`src/rtl/xm_uart_pkg.sv`:
```
// Shared UART types, frame constants and baud divisor helper.
// Optional parity via XM_UART_TX_PARITY_EN (adds even parity bit).
package xm_uart_pkg;

  typedef enum logic [2:0] {
    BAUD_9600   = 3'd0,
    BAUD_19200  = 3'd1,
    BAUD_38400  = 3'd2,
    BAUD_57600  = 3'd3,
    BAUD_115200 = 3'd4
  } baud_e;

  typedef enum logic {
    S_IDLE = 1'b0,
    S_SEND = 1'b1
  } state_e;

  localparam logic START_BIT = 1'b0;
  localparam logic STOP_BIT  = 1'b1;

`ifdef XM_UART_TX_PARITY_EN
  localparam int FRAME_BITS = 11;
`else
  localparam int FRAME_BITS = 10;
`endif

  // Clocks per bit, rounded to nearest; reserved codes map to 115200.
  function automatic int unsigned baud_div(
    input int unsigned clk_freq,
    input logic [2:0]  sel
  );
    int unsigned rate;
    case (baud_e'(sel))
      BAUD_9600:  rate = 9600;
      BAUD_19200: rate = 19200;
      BAUD_38400: rate = 38400;
      BAUD_57600: rate = 57600;
      default:    rate = 115200;
    endcase
    return (clk_freq + rate / 2) / rate;
  endfunction

endpackage

```
`src/rtl/xm_uart_baud_gen.sv`:
```
// Bit-period divider: counts 0..div_i-1 while en_i, ticks on last count.
// Ports: clk, rst_n, en_i, div_i (clocks per bit), bit_tick_o.
import xm_uart_pkg::*;

module xm_uart_baud_gen #(
  parameter int DIV_W = 13
) (
  input  logic             clk,
  input  logic             rst_n,
  input  logic             en_i,
  input  logic [DIV_W-1:0] div_i,
  output logic             bit_tick_o
);

  logic [DIV_W-1:0] cnt_q, cnt_d;

  assign bit_tick_o = en_i && (cnt_q == div_i - 1'b1);

  // Held at zero while disabled so each enable starts a full period.
  always_comb begin
    cnt_d = '0;
    if (en_i && !bit_tick_o) cnt_d = cnt_q + 1'b1;
  end

  always_ff @(posedge clk or negedge rst_n) begin
    if (!rst_n) cnt_q <= '0;
    else        cnt_q <= cnt_d;
  end

endmodule

```
`src/rtl/xm_uart_tx.sv`:
```
// UART transmitter, 8N1 LSB first, runtime baud (XM_UART_TX_PARITY_EN: 8E1).
// Ports: clk, rst (async low), baud_set, data_byte, send_en -> rs232_tx, tx_done, uart_state.
import xm_uart_pkg::*;

module xm_uart_tx #(
  parameter int CLK_FREQ = 50000000
) (
  input  logic       clk,
  input  logic       rst,
  input  logic [2:0] baud_set,
  input  logic [7:0] data_byte,
  input  logic       send_en,
  output logic       rs232_tx,
  output logic       tx_done,
  output logic       uart_state
);

  localparam int DIV_W = $clog2(CLK_FREQ / 9600 + 2);
  localparam logic [3:0] LAST_BIT = 4'(FRAME_BITS - 1);

  state_e           state_q, state_d;
  logic [3:0]       bit_q, bit_d;
  logic [7:0]       data_q, data_d;
  logic [DIV_W-1:0] div_q, div_d;
  logic             tx_q, tx_d;
  logic             done_q, done_d;
  logic             bit_tick;
  logic             last_bit;

  // Divisors are constant-folded per code; no runtime divider.
  function automatic logic [DIV_W-1:0] div_of(input logic [2:0] sel);
    logic [DIV_W-1:0] d;
    case (sel)
      3'd0:    d = DIV_W'(baud_div(CLK_FREQ, 3'd0));
      3'd1:    d = DIV_W'(baud_div(CLK_FREQ, 3'd1));
      3'd2:    d = DIV_W'(baud_div(CLK_FREQ, 3'd2));
      3'd3:    d = DIV_W'(baud_div(CLK_FREQ, 3'd3));
      default: d = DIV_W'(baud_div(CLK_FREQ, 3'd4));
    endcase
    return d;
  endfunction

  function automatic logic bit_val(
    input logic [3:0] idx,
    input logic [7:0] d
  );
    logic v;
    v = STOP_BIT;
    if (idx == 4'd0)       v = START_BIT;
    else if (idx <= 4'd8)  v = d[3'(idx - 4'd1)];
`ifdef XM_UART_TX_PARITY_EN
    else if (idx == 4'd9)  v = ^d;
`endif
    return v;
  endfunction

  xm_uart_baud_gen #(
    .DIV_W (DIV_W)
  ) u_baud (
    .clk        (clk),
    .rst_n      (rst),
    .en_i       (state_q == S_SEND),
    .div_i      (div_q),
    .bit_tick_o (bit_tick)
  );

  assign last_bit = (bit_q == LAST_BIT);

  always_ff @(posedge clk or negedge rst) begin
    if (!rst) begin
      state_q <= S_IDLE;
      bit_q   <= '0;
      data_q  <= '0;
      div_q   <= '0;
      tx_q    <= 1'b1;
      done_q  <= 1'b0;
    end else begin
      state_q <= state_d;
      bit_q   <= bit_d;
      data_q  <= data_d;
      div_q   <= div_d;
      tx_q    <= tx_d;
      done_q  <= done_d;
    end
  end

  always_comb begin
    state_d = state_q;
    unique case (state_q)
      S_IDLE: if (send_en) state_d = S_SEND;
      S_SEND: if (bit_tick && last_bit) state_d = S_IDLE;
      default: state_d = S_IDLE;
    endcase
  end

  // Line value is registered one bit ahead so it changes on the tick edge.
  always_comb begin
    bit_d  = bit_q;
    data_d = data_q;
    div_d  = div_q;
    tx_d   = tx_q;
    done_d = 1'b0;
    unique case (state_q)
      S_IDLE: begin
        tx_d = STOP_BIT;
        if (send_en) begin
          data_d = data_byte;
          div_d  = div_of(baud_set);
          bit_d  = '0;
          tx_d   = START_BIT;
        end
      end
      S_SEND: begin
        if (bit_tick) begin
          if (last_bit) begin
            bit_d  = '0;
            tx_d   = STOP_BIT;
            done_d = 1'b1;
          end else begin
            bit_d = bit_q + 4'd1;
            tx_d  = bit_val(bit_q + 4'd1, data_q);
          end
        end
      end
      default: ;
    endcase
  end

  assign rs232_tx   = tx_q;
  assign tx_done    = done_q;
  assign uart_state = (state_q == S_SEND);

endmodule

```
`config.mk`:
```
export PLATFORM = sky130hd
export DESIGN_NAME = xm_uart_tx
export DESIGN_NICKNAME = d
export VERILOG_FILES = /design/src/rtl/xm_uart_pkg.sv /design/src/rtl/xm_uart_baud_gen.sv /design/src/rtl/xm_uart_tx.sv
export SDC_FILE = /design/constraint.sdc
export NUM_CORES = 1
export LEC_CHECK = 0
export CAP_MARGIN = 20
export CELL_PAD_IN_SITES_DETAIL_PLACEMENT = 0
export CELL_PAD_IN_SITES_GLOBAL_PLACEMENT = 1
export CORE_MARGIN = 4
export CORE_UTILIZATION = 49
export DETAILED_ROUTE_END_ITERATION = 12
export PLACE_DENSITY_LB_ADDON = 0.1
export SLEW_MARGIN = 10
export SYNTH_ARGS = -nofsm -noshare
export SYNTH_HDL_FRONTEND = slang
export SYNTH_SLANG_ARGS = --single-unit
```
`constraint.sdc`:
```
create_clock -name clk -period 4.6 [get_ports clk]
set_input_delay 0.92 -clock clk [delete_from_list [all_inputs] [get_ports clk]]
set_output_delay 0.92 -clock clk [all_outputs]
set_load 0.05 [all_outputs]
```
==> summary.txt, run 1 <==
GRT
  • Antenna violations before repair: 0
  • Largest net degree at the start of global routing: slightly above 40
  • GRT Overall Usage: 16.9%
  • Vias in the first global route: 1,655
  • First-pass GRT wire length: 7990 um
  • Remaining Overflow, GRT: 0

Timing
  • Final TNS setup: 0 ns
  • Final Cycle Share: 71.6%
  • Final setup vio count: 0
  • Slew margin rel.: approximately a third
  • Final min period: 3.29 ns
  • Clk_skew: 0.00729 ns
  • Least-Margin Pin Slew: 1.00 ns
  • Unrepaired setup endpoints after global routing: false
  • Final Hold Vio Count: 0
  • Max-slew violation count: 0
  • Fmax: approximately 300 MHz

Run
  • Max-Cap Viols: 0

Worst setup path
  • CP max stage cell: a2111oi_4
  • Crit Path Class: reg2reg
  • Critical path startpoint category: flip-flop
  • Req. time, crit path: 4.79 ns
  • Crit-path cells: inv_1, ha_1, or4b_4, or4_1, o311ai_1, nor2_1, a2111oi_4, nor2b_1, and2_1
  • CP delay by family, top: simple AND/OR/NAND/NOR gates
  • CP arrival: approximately 3.5 ns
  • Slowest cell delay on critical path: approximately 0.6 ns
  • Worst setup EP type: flip-flop
  • CP Max Fanout: 12
  • Buf+Inv Stages, Crit Path: 1

Synth
  • Top cell type's share of synthesized area: 42.9%
  • Netlist cell types: 44
  • Average size of a mapped cell: 9.49 um^2
  • Ys Warns: 0
  • Post-synth EDFFs: 0
  • Commonest cells in the netlist: dfrtp_1, nand2_1, nor2_1, xnor2_1
  • Mapped Cells: 240
  • Async S/R FF share, synth: 100%
  • Primary FF master, synth: dfrtp_1
  • Most area-hungry cell type in the Yosys netlist: dfrtp_1
  • Sequential share of the synthesized area: 44.0%
  • Yosys reg bits: 40
  • Post-Syn Nets: 258
  • Area contributors post-synth: dfrtp_1, nand2_1, xnor2_1
  • Mapped Area: around 0.0023 mm^2

Place
  • DP Wirelength: ~3300 um
  • PortBufs: 16
  • Gpl congestion: approximately 0.75

Die
  • Initial Util: 51.6%
  • Core Box Area: 0.00441 mm^2
  • I/O pins: 17
  • DIE HEIGHT: 76.2 um
  • Rows: 24
  • Die area: 0.00580 mm^2
  • Die X: 76.2 um

Routing
  • DR pass1 iterations: 4
  • Vias/cell: ~5.5
  • Via count: 1,694
  • Iter 0 DRT Violations: slightly above 80
  • Routed len/inst: 14.9 um
  • DRC: 0
  • Post-route ant nets: 0
  • Post-Route WL: around 4600 um

Final layout
  • Final nets: ~270
  • Layout cell share with drive strength beyond 1: 6.69%
  • # diodes: 0
  • Area grow syn2layout: 11.9%

Clocking
  • Hold-fix buffers at CTS: 0
  • Number of setup buffers added after CTS: 0
  • CTS tree: yes
  • CTS Root Cell: clkbuf_8
  • Insertion delay to the later sink of the worst-skew pair: 0.30 ns
  • CTS clk-pin slew, worst paths: roughly 0.08 ns
  • Clk sink count: 40
  • CTS max path bufs: 2
  • CTS Buf Count: 5
  • H-tree depth: 2
  • Resized cells post-CTS: 0

Pwr
  • Pwr Total: 1.03 mW
  • Worst VDD drop: approximately 0.00024 V
  • Leakage: approximately 1.1 nW
  • Pwr dens: 406 mW/mm^2

Outcome
  • Run status: finished clean

Worst hold path
  • Worst hold path class: reg2reg
[cells by family after synthesis]
group / synth area share (%)
adders and majority gates: 2.20
xor gates and xnor gates: 10.4
AOI/OAI and AO/OA: 10.7
muxes: 4.18
and+or+nand+nor: 25.7
buffers and inverters: 2.86
DFF: 44.0
[flip-flops by register name, summed over array words and instances (netlist names)]
| signal | flops |
|---|---|
| uart_state | 1 |
| u_baud.cnt_q | 13 |
| data_q | 8 |
| div_q | 12 |
| bit_q | 4 |
| rs232_tx | 1 |
| tx_done | 1 |
[power by group]
part           internal, mW  switching (mW)
clock network         0.121           0.126
logic                 0.154           0.132
registers             0.417          0.0839
total                 0.692           0.342
[through the flow]
step / util (%) / instances / hold slack, ns / area, um^2 / setup slack (ns)
floorplan: - / 240 / 0.440 / 2280 / 1.70
global placement: 55.5 / 298 / 0.458 / 2450 / 1.35
detailed placement: 55.5 / 298 / 0.463 / 2450 / 1.31
CTS: 57.7 / 306 / 0.484 / 2550 / 1.28
global route: 57.7 / 306 / 0.501 / 2550 / 1.05
finish: 57.7 / 306 / 0.475 / 2550 / 1.31
[per-layer routing]
metal,vias up,global-route usage (%),share of wire [%]
met5,-,0,0
li1,853,-,-
met1,805,25.5,51
met2,31,23.7,44
met3,5,3.90,4.5
met4,0,5.59,1.1
[tightest hold or removal path: cells and delay by family, from the launching register on]
family	cells	cell delay [ns]
flops	1	0.35
simple gates	2	0.10
[layout make-up]
type / instances / area (um^2)
Clock buffer: 6 / 82.6
Clock inverter: 2 / 15.0
Fill cell: 406 / 1870
Inverter: 5 / 18.8
Multi-Input combinational cell: 185 / 1210
Sequential cell: 40 / 1000
Tap cell: 52 / 65.1
Timing Repair Buffer: 16 / 155
[placed cells by master (no fill, tap or decap), types with 3 or more instances in the layout]
master           instances
inv_1                    5
nor3b_1                  5
clkbuf_8                 6
nand2_1                 39
clkdlybuf4s50_1         15
ha_1                     4
dfrtp_1                 39
a21oi_1                  7
mux2i_1                  5
and2_1                  13
nor2_1                  20
nor3_1                  10
xor2_1                  13
nor2b_1                  5
a22o_1                   3
xnor2_1                 14
and3_1                   6
nand4_1                  3
nand3_1                  6
a21o_1                   5
[path summary, 6_finish.rpt]
path | endpoint | cells after the start | from | slack (ns)
min in group asynchronous | div_q[10] | 1 | rst | 0.73
hold / removal | data_q[3] | 2 | data_q[3] | 0.48
setup / recovery | u_baud.cnt_q[1] | 9 | div_q[1] | 1.31
hold reg to reg | data_q[3] | 2 | data_q[3] | 0.48
setup reg to reg | u_baud.cnt_q[1] | 9 | div_q[1] | 1.31
max in group asynchronous | u_baud.cnt_q[8] | 1 | rst | 3.33
(Power assumes the default switching activity.)
==> inputs of run 2 (changes only) <==
--- a/config.mk
+++ b/config.mk
@@ -9,7 +9,7 @@
 export CELL_PAD_IN_SITES_DETAIL_PLACEMENT = 0
 export CELL_PAD_IN_SITES_GLOBAL_PLACEMENT = 1
 export CORE_MARGIN = 4
-export CORE_UTILIZATION = 49
+export CORE_UTILIZATION = 41
 export DETAILED_ROUTE_END_ITERATION = 12
 export PLACE_DENSITY_LB_ADDON = 0.1
 export SLEW_MARGIN = 10
==> constraint.sdc (replaced) <==
create_clock -name clk -period 2.8 [get_ports clk]
set_input_delay 0.56 -clock clk [delete_from_list [all_inputs] [get_ports clk]]
set_output_delay 0.56 -clock clk [all_outputs]
set_load 0.05 [all_outputs]
==> run 2 against run 1 <==
Compared with the run above:
- critical path depth is 1 higher
- die area is 17% higher
- hold slack worse by 0.091 ns
- largest cell class unchanged
- global-route usage is 1.1 points lower
- routed wire length is 7.8% higher
- largest power group unchanged
- cell count is 11% higher
- sequential power is 61% higher
- utilization is 5.4 points lower
- maximum frequency is 22% higher
- via count is 4.7% higher
- clock power is 100% higher
- worst setup slack worse by 1.2 ns
==> summary.txt, run 2 (synthesized netlist as in run 1, its figures left out) <==
Routing
  • Vias/cell: 5.22 (was 5.54)
  • Post-Route WL: 4930 um (was 4570 um)
  • DR pass1 iterations: 4 (unchanged)
  • Iter 0 DRT Violations: 94 (was 82)
  • DRC: 0 (unchanged)
  • Via count: 1,774 (was 1,694)
  • Routed len/inst: 14.5 um (was 14.9 um)
  • Post-route ant nets: 0 (unchanged)

Timing
  • Final Hold Vio Count: 0 (unchanged)
  • Final setup vio count: 0 (unchanged)
  • Slew margin rel.: 39.5% (was 33.1%)
  • Final Cycle Share: 96.4% (was 71.6%)
  • PnR worst setup slack: 0.102 ns (was 1.31 ns)
  • Max-slew violation count: 0 (unchanged)
  • Fmax: 371 MHz (was 304 MHz)
  • Least-Margin Pin Slew: 0.908 ns (was 1.00 ns)
  • Final min period: 2.70 ns (was 3.29 ns)
  • Clk_skew: 0.0122 ns (was 0.00729 ns)

Final layout
  • Top Registers: u_baud.cnt_q: 13 flops, div_q: 12 flops, data_q: 8 flops (unchanged)
  • Largest Register: u_baud.cnt_q (unchanged)
  • Layout Cells excl Fill: 340 (was 306)
  • Layout cell share with drive strength beyond 1: 14.8% (was 6.69%)
  • # diodes: 0 (unchanged)
  • Commonest non-fill, non-tap cells in the layout: nand2_1, dfrtp_1, nor2_1 (unchanged)
  • Largest register FFs: 13 (unchanged)
  • Final nets: 287 (was 271)
  • Area grow syn2layout: 20.4% (was 11.9%)

Clocking
  • CTS tree: yes (unchanged)
  • CTS Buf Count: 5 (unchanged)
  • Clk sink count: 40 (unchanged)
  • CTS max path bufs: 2 (unchanged)
  • Insertion delay to the later sink of the worst-skew pair: 0.30 ns (about the same)
  • CTS Root Cell: clkbuf_8 (unchanged)
  • Hold-fix buffers at CTS: 0 (unchanged)
  • CTS clk-pin slew, worst paths: 0.09 ns (was 0.08 ns)
  • H-tree depth: 2 (unchanged)

Die
  • Die X: 82.5 um (was 76.2 um)
  • Core Box Area: 0.00524 mm^2 (was 0.00441 mm^2)
  • DIE HEIGHT: 82.5 um (was 76.2 um)
  • Rows: 26 (was 24)
  • Die area: 0.00681 mm^2 (was 0.00580 mm^2)
  • Initial Util: 43.5% (was 51.6%)
  • I/O pins: 17 (unchanged)

Worst setup path
  • FF-to-FF setup slack: 0.10 ns (was 1.31 ns)
  • Worst setup EP type: flip-flop (unchanged)
  • Crit Path Class: reg2reg (unchanged)
  • FF-to-FF End: bit_q[1] (was u_baud.cnt_q[1])
  • CP max stage cell: or4b_4 (was a2111oi_4)
  • Worst r2r src: div_q[2] (was div_q[1])
  • Req. time, crit path: 3.00 ns (was 4.79 ns)
  • CP arrival: 2.89 ns (was 3.48 ns)
  • CP Max Fanout: 8 (was 12)
  • Critical path startpoint category: flip-flop (unchanged)
  • Slowest cell delay on critical path: 0.50 ns (was 0.60 ns)
  • Crit-path cells: inv_2, ha_2, or4b_4, or4_4, o311ai_2, nor2_2, a2111oi_4, buf_6, mux2i_1, a32o_1 (was inv_1, ha_1, or4b_4, or4_1, o311ai_1, nor2_1, a2111oi_4, nor2b_1, and2_1)
  • Number of cells on the worst reg-to-reg path: 10 (was 9)

Pwr
  • Worst VDD drop: 0.000430 V (was 0.000244 V)
  • Leakage: 1.24 nW (was 1.13 nW)
  • Pwr dens: 671 mW/mm^2 (was 406 mW/mm^2)

Place
  • Gpl congestion: 0.812 (was 0.752)
  • Placed cells: 330 (was 298)
  • Place WS: 0.0634 ns (was 1.31 ns)
  • DP Wirelength: 3500 um (was 3270 um)
  • PortBufs: 16 (unchanged)

GRT
  • First-pass GRT wire length: 8140 um (was 7990 um)
  • GRT Overall Usage: 15.8% (was 16.9%)
  • Vias in the first global route: 1,715 (was 1,655)
  • Antenna violations before repair: 0 (unchanged)
  • Remaining Overflow, GRT: 0 (unchanged)
  • Largest net degree at the start of global routing: 41 (unchanged)

Outcome
  • Run status: finished clean (unchanged)

Run
  • Max-Cap Viols: 0 (unchanged)

Worst hold path
  • Worst hold path class: in2async (was reg2reg)
## run 2: worst max-delay path: cells and delay by family (launching register included)
kind | cells | cell delay (ns)
AO/OA/AOI/OAI | 3 | 0.65
flip-flops | 1 | 0.41
multiplexers | 1 | 0.08
AND/OR/NAND/NOR | 3 | 1.02
buffers and inverters | 2 | 0.26
adder cells (fa/ha/maj) | 1 | 0.16
## run 2: worst max-delay path by stage
stage          startpoint               to  slack, ns  depth (start not counted)
2_1_floorplan    div_q[1]  u_baud.cnt_q[6]       0.01                         10
3_3_place_gp     div_q[1]         bit_q[1]       0.11                         10
3_5_place_dp     div_q[1]         bit_q[1]       0.06                         10
4_1_cts          div_q[1]         bit_q[1]       0.05                         10
5_1_grt          div_q[2]         bit_q[1]     -0.009                         10
6_report         div_q[2]         bit_q[1]       0.10                         10
## run 2: layout make-up
class                   instances  area (um^2)
clock buffers                   6         82.6
clock inverters                 2         38.8
fillers                       514         2490
inverters                       5         18.8
multi-input cells             185         1230
flip-flops and latches         40         1000
well taps                      70         87.6
repair buffers                 32          279
## run 2: timing repair
action / in CTS / in global routing
setup buffers: 0 / 2
setup endpoints to repair: 0 / 18
resized for setup: 0 / 7
## run 2: power breakdown
group | internal, mW | switching, mW | total, mW
clock | 0.292 | 0.212 | 0.504
combinational | 0.281 | 0.251 | 0.532
sequential | 0.685 | 0.121 | 0.806
## run 2: per-stage QoR
stage	total power, mW	area (um^2)	util [%]	hold slack, ns	setup TNS [ns]
6_report	1.84	2740	52.4	0.384	0
5_1_grt	1.96	2740	52.4	0.465	-0.0166
4_1_cts	1.85	2700	51.6	0.418	0
3_5_place_dp	1.34	2580	49.3	0.462	0
3_3_place_gp	1.33	2580	49.3	0.461	0
2_1_floorplan	1.18	2280	-	0.264	0
## run 2: per-layer routing
layer	up-vias	global-route usage [%]	routed length [um]
li1	884	-	-
met1	864	22.3	2560
met2	21	24.1	2180
met3	5	3.25	143
met4	0	4.90	47
met5	-	0	0
